File: src/rtl/booth_seq_ctrl.sv
// booth_seq_ctrl: sequential radix-2 Booth signed multiplier controller.
// Performs one add/subtract/arithmetic-shift step per clock, with a
// start/busy/done handshake. in1 is the multiplicand, in2 the multiplier.
//
//   state | meaning
//   IDLE  | waiting for start, outputs quiet
//   RUN   | one Booth step per cycle, busy=1
//   DONE  | out holds a fresh product, done=1 for this one cycle
module booth_seq_ctrl #(
  parameter int width = 6
) (
  input  logic                 clk,
  input  logic                 rst,
  input  logic                 start,
  input  logic [width-1:0]     in1,
  input  logic [width-1:0]     in2,
  output logic                 busy,
  output logic                 done,
  output logic [2*width-1:0]   out
);

  localparam int CW = (width > 1) ? $clog2(width) : 1;
  localparam logic [CW-1:0] LAST = CW'(width - 1);

  typedef enum logic [1:0] {IDLE, RUN, DONE} state_t;

  state_t               state;
  // Guard bit on M and A keeps in1 = -2^(width-1) exact.
  logic [width:0]       m_reg;
  // P = {A (width+1), Q (width), q-1 (1)}
  logic [2*width+1:0]   p_reg;
  logic [CW-1:0]        cnt;

  logic [width:0]       a_cur;
  logic [width:0]       a_new;
  logic [2*width+1:0]   p_next;

  // One Booth step: conditional add/subtract of M into A, then arithmetic shift of P.
  always_comb begin
    a_cur = p_reg[2*width+1:width+1];
    a_new = a_cur;
    case (p_reg[1:0])
      2'b01:   a_new = a_cur + m_reg;
      2'b10:   a_new = a_cur - m_reg;
      default: a_new = a_cur;
    endcase
    p_next = {a_new[width], a_new, p_reg[width:1]};
  end

  // Controller FSM with registered busy/done decoded from the next state.
  always_ff @(posedge clk) begin
    if (rst) begin
      state <= IDLE;
      m_reg <= '0;
      p_reg <= '0;
      cnt   <= '0;
      out   <= '0;
      busy  <= 1'b0;
      done  <= 1'b0;
    end else begin
      case (state)
        IDLE, DONE: begin
          if (start) begin
            m_reg <= {in1[width-1], in1};
            p_reg <= {{(width+1){1'b0}}, in2, 1'b0};
            cnt   <= '0;
            state <= RUN;
            busy  <= 1'b1;
            done  <= 1'b0;
          end else begin
            state <= IDLE;
            busy  <= 1'b0;
            done  <= 1'b0;
          end
        end
        RUN: begin
          p_reg <= p_next;
          cnt   <= cnt + 1'b1;
          if (cnt == LAST) begin
            out   <= p_next[2*width:1];
            state <= DONE;
            busy  <= 1'b0;
            done  <= 1'b1;
          end else begin
            busy  <= 1'b1;
            done  <= 1'b0;
          end
        end
        default: begin
          state <= IDLE;
          busy  <= 1'b0;
          done  <= 1'b0;
        end
      endcase
    end
  end

endmodule

File: config.mk
export PLATFORM = sky130hd
export DESIGN_NAME = booth_seq_ctrl
export DESIGN_NICKNAME = d
export VERILOG_FILES = /design/src/rtl/booth_seq_ctrl.sv
export SDC_FILE = /design/constraint.sdc
export NUM_CORES = 1
export LEC_CHECK = 0
export BUFFER_PORTS_ARGS = -buffer_cell sky130_fd_sc_hd__buf_2
export CORE_ASPECT_RATIO = 1.2
export CORE_MARGIN = 2
export CORE_UTILIZATION = 30
export DETAILED_ROUTE_END_ITERATION = 10
export GPL_TIMING_DRIVEN = 0
export PLACE_DENSITY = 0.53
export SYNTH_ARGS = -nofsm -noshare
export SYNTH_HDL_FRONTEND = slang
export SYNTH_SLANG_ARGS = --single-unit
File: constraint.sdc
create_clock -name clk -period 2.98 [get_ports clk]
set_input_delay 0.149 -clock clk [delete_from_list [all_inputs] [get_ports clk]]
set_output_delay 0.149 -clock clk [all_outputs]
set_load 0.01 [all_outputs]
==> Word-level counts from Yosys, hierarchy flattened <==
Index checks and enable logic that the tools add are counted.
{ "op_classes": {"n_addsub": 3, "n_mul": 0, "div": 0, "magnitude_cmp": 0, "eq_ne": 7, "shift": 0, "mux": 12, "bitwise_logic": 1, "reduce_logical": 7} }
{ "op_table": {"columns": ["operator", "count"], "rows": [
  ["case mux 14 bit (2 select lines)", 1],
  ["two-way mux 14 bit", 1],
  ["case mux 7 bit (2 select lines)", 1],
  ["adder 7 bit", 1],
  ["subtractor 7 bit", 1],
  ["case mux 3 bit (2 select lines)", 1],
  ["AND reduction 2 bit", 3],
  ["equality test 2 x 1 -> 1 bit (second input constant)", 2],
  ["equality test 2 bit (second input constant)", 2],
  ["two-way mux 1 bit", 4],
  ["inequality test 2 bit (second input constant)", 2],
  ["case mux 2 bit (2 select lines)", 1],
  ["OR reduction 2 bit", 2],
  ["adder 3 x 1 -> 3 bit (second input constant)", 1],
  ["equality test 3 bit (second input constant)", 1],
  ["two-way mux 3 bit", 1],
  ["logical NOT 2 bit", 1],
  ["two-way mux 2 bit", 1],
  ["case mux 1 bit (2 select lines)", 1],
  ["nonzero test 2 bit", 1],
  ["NOT 1 bit", 1]
]} }
{ "word_totals": {"ff_bits": 39, "latch_bits": 0, "mem_bits_rw": 0, "mem_bits_ro": 0, "input_bits": 15, "output_inout_bits": 14, "elab_cells": 37, "memories": 0} }

==> Depth between registers and ports, before layout <==
{ "logic_depth": {"word_depth": 4, "mapped_depth": 11} }

==> Worst setup path after synthesis <==
OpenSTA, ideal clock, no wires.
{ "synth_path": {"path_type": "register -> register", "start": "register m_reg[0]", "end": "register p_reg[11]", "setup_time_ns": 0.142, "arrival_ns": 2.288, "t_required_ns": 2.838, "setup_slack_ns": 0.550, "path_stages_with_launch": 10, "period_less_slack_ns": 2.430, "path_cell_list": "dfxtp_1 inv_1 ha_1 mux2i_1 ha_1 nor2b_1 o31a_1 o21a_1 a2111oi_0 a211oi_1"} }
{ "synth_via": {"elab_chain_cells": 3, "elab_cells_between_ends": 4, "cone_classes": "add/sub: 2; mux: 2"} }
{ "synth_lines": {"columns": ["element", "line", "text"], "rows": [
  ["start: declaration", "29", "logic [width:0] m_reg;"],
  ["start signal: assignment", "64", "m_reg <= {in1[width-1], in1};"],
  ["subtractor 7 bit / adder 7 bit (equally long branches)", "44, 43", null],
  ["case mux 7 bit (2 select lines) (*)", "42", "case (p_reg[1:0])"],
  ["case mux 14 bit (2 select lines) (*)", "61", "case (state)"],
  ["end signal: assignment", "65", "p_reg <= {{(width+1){1'b0}}, in2, 1'b0};"],
  ["end signal: assignment", "77", "p_reg <= p_next;"],
  ["end: declaration", "31", "logic [2*width+1:0] p_reg;"]
]} }
Mark *: on every way between the ends. The rest lies on a longest branch, timed or not.
A chain may end at the register's enable or synchronous reset.

==> Worst setup path in the final report <==
{ "layout_path": {"start": "register p_reg[1]", "end": "register p_reg[11]"} }
{ "layout_via": {"elab_chain_cells": 3, "elab_cells_between_ends": 4, "cone_classes": "eq/ne: 2; mux: 2"} }
{ "layout_lines": {"columns": ["element", "line"], "rows": [
  ["equality test 2 bit / equality test 2 x 1 -> 1 bit (equally long branches)", "42"],
  ["case mux 7 bit (2 select lines) (*)", "42"],
  ["case mux 14 bit (2 select lines) (*)", "61"]
]} }
Marked as above.

==> run metrics <==
status completed; delay-heaviest family, CP compound AO/OA/AOI/OAI gates; ys async rst share 0; P_leak ~0.86 nW; CTS Buffer Depth 2; die area a little under 0.007 sq mm; met1 wire length about 2 mm; Sw Pwr between 0.3 and 0.4 mW; critical path class reg -> reg; CP Max Fanout 7; Post-Synth XOR/XNOR Area 0.0328; clock slew at reported path FFs roughly 0.08 ns; worst slew pin tran 0.639 ns; Peak VDD IR ~0.21 mV; sequential share of power 0.458; worst hold path type in -> reg; post-route design area between 0.002 and 0.0025 sq mm; leading cell type in the layout, fill and taps excluded nand2_1; synthesized net count ~260; die span in y between 90 and 100 um; area fraction of the dominant cell type after synthesis 0.407; Placed Area ~0.0021 sq mm; Root Driver clkbuf_8; DRT iter0 DRCs 88; crit-path cells ha_1 > clkbuf_2 > mux2i_1 > ha_1 > nor2b_1 > o31a_1 > o21a_1 > a2111oi_2 > a211oi_1; io pins 29; Max Transition Viols Final 0; P&R area growth vs syn 18.1%; Area contributors post-synth dfxtp_1 (41%), nand2_1 (8.0%), a21oi_1 (6.7%); clk_lat worst skew roughly 0.3 ns; largest family of logic cells by synthesized area simple AND/OR/NAND/NOR gates; clock share of power 0.316; DRT Wirelength approximately 4.4 mm; Critical path buffers and inverters 1; hold_buf cts 0; uppermost layer routed met4; Layout Utilization 0.365; synth unique cells 41; vias after detailed routing approximately 1,700; dominant synthesized flop cell dfxtp_1; pre-CTS WS around 0.057 ns; vias in the first global route around 1,600; slew margin rel. 0.573; Layout Skew about 0.011 ns; nature of the critical path startpoint flop; Post-CTS Setup Inserts 0; sequential-to-total area share from yosys stat 0.407; I/O Buffers 27; CP Data Required Time 3.13 ns; most numerous cell on the critical path ha_1; antenna diode count 0; number of flops mapped to enable cells by yosys 0; TritonCTS buffer count 5; CTS tree built; DP HPWL about 3.3 mm; Routed Antenna Nets 0; Achievable Freq roughly 370 MHz; Synth Area in Adders 0.0776; Max Cap Viol 0; largest net degree at the start of global routing 13; metal2 WL approximately 2.1 mm; unrepaired setup endpoints after global routing false; initial core utilization 0.309; register bit total from synthesis 38; # setup viols final 0; Via density a little under 5; Cell Area, Synth roughly 0.0019 sq mm; endpoints failing hold 0; Nets about 290; Sw Share 0.308; Worst Path Arrival roughly 2.8 ns; max reg flops 13; area leader, netlist dfxtp_1; mux contribution to synthesized area 0.0214; WL/cell about 13 um; first-pass GRT wire length 7.48 mm; htree depth 2; setup slack after layout 0.303 ns; total core area about 0.0061 sq mm; initial antenna violation count 0; Die W 76.1 um; Crit. End Element flop; all-layer global routing usage 0.136; slowest stage cell, crit path a2111oi_2; CP peak stage delay 0.45 ns; grt ovf 0; routability cong. around 0.75; WL met3 181 um; combinational power share 0.225; simple-gate area share of the yosys netlist 0.230; DR pass1 iterations 4; drt drc 0; Sink Count 38; Tmin final 2.68 ns; Tcrit/Tclk final 0.898; synthesized area per cell about 8 sq um; Total Neg Setup Slack 0 ns; layout cells sized above 1 0.163; Compound-Gate Fraction of Synth Area 0.192; warnings from Yosys 0; Worst Hold Slack roughly 0.079 ns; internal cell power about 0.83 mW; commonest cells after routing, fill and taps aside nand2_1 (40), dfxtp_1 (38), nor2_1 (30); Core Rows 31; Syn Inst Count about 230; pwr dens approximately 550 mW/mm^2
power groups by stage:
stage	Combinational, mW	Clock [mW]	Sequential (mW)
3_5_place_dp	0.271	0	0.563
2_1_floorplan	0.209	0	0.558
3_3_place_gp	0.268	0	0.563
5_1_grt	0.309	0.408	0.555
4_1_cts	0.272	0.390	0.551
6_report	0.271	0.381	0.552
tightest hold or removal path, stage by stage:
cell	delay [ns]
buf_2	0.09
nand2_1	0.04
a21oi_1	0.05
cell usage after synthesis (2+ instances only):
cell type,n
a22oi_1,3
a21oi_1,25
nor3_1,7
a31oi_1,2
nand2b_1,4
clkbuf_1,11
inv_1,6
o21ai_0,3
nor2b_1,3
o21a_1,2
a211oi_1,7
nand2_1,40
xnor2_1,6
o22ai_1,2
ha_1,10
nor2_1,30
a311oi_1,3
mux2i_1,4
a21o_1,2
dfxtp_1,38
timing repair:
item                                   in CTS  in global routing
setup endpoints to repair                   0                  2
endpoints found under the hold margin       0                  0
gates resized for setup                     0                  2
metrics by stage:
| step | power [mW] | instances |
|---|---|---|
| floorplan | 0.767 | 229 |
| global placement | 0.830 | 338 |
| detailed placement | 0.834 | 338 |
| CTS | 1.21 | 346 |
| global route | 1.27 | 346 |
| finish | 1.20 | 346 |
area by class of cell:
| type | instances | area (sq um) |
|---|---|---|
| clock buffers | 6 | 82.6 |
| repair buffers | 27 | 135 |
| fillers | 678 | 3840 |
| inverters | 6 | 22.5 |
| multi-input cells | 172 | 1040 |
| flip-flops and latches | 38 | 761 |
| clock inverters | 2 | 12.5 |
| well taps | 82 | 103 |
| plain buffers | 13 | 50.0 |
layer usage:
metal	vias up	GRT usage
met5	-	0
met1	769	0.163
met2	28	0.232
met4	0	0.0515
met3	7	0.0340
li1	864	-
cell families after synthesis:
kind of cell	count (synthesis)
xor+xnor	7
compound gates	56
buf+inv	19
flops	38
fa+ha+maj	11
mux	4
simple gates	94
final timing paths:
kind | from | to | slack (ns) | cells past startpoint
worst max-delay path | p_reg[1]$_SDFFE_PP0P_ | p_reg[11]$_SDFFE_PP0P_ | 0.30 | 9
worst min-delay path | in1[4] | m_reg[4]$_SDFFE_PP0P_ | 0.08 | 3
worst max register to register | p_reg[1]$_SDFFE_PP0P_ | p_reg[11]$_SDFFE_PP0P_ | 0.30 | 9
worst min register to register | out[3]$_SDFFE_PP0P_ | out[3]$_SDFFE_PP0P_ | 0.45 | 2
Note: power is estimated with default switching activity, not from simulation.
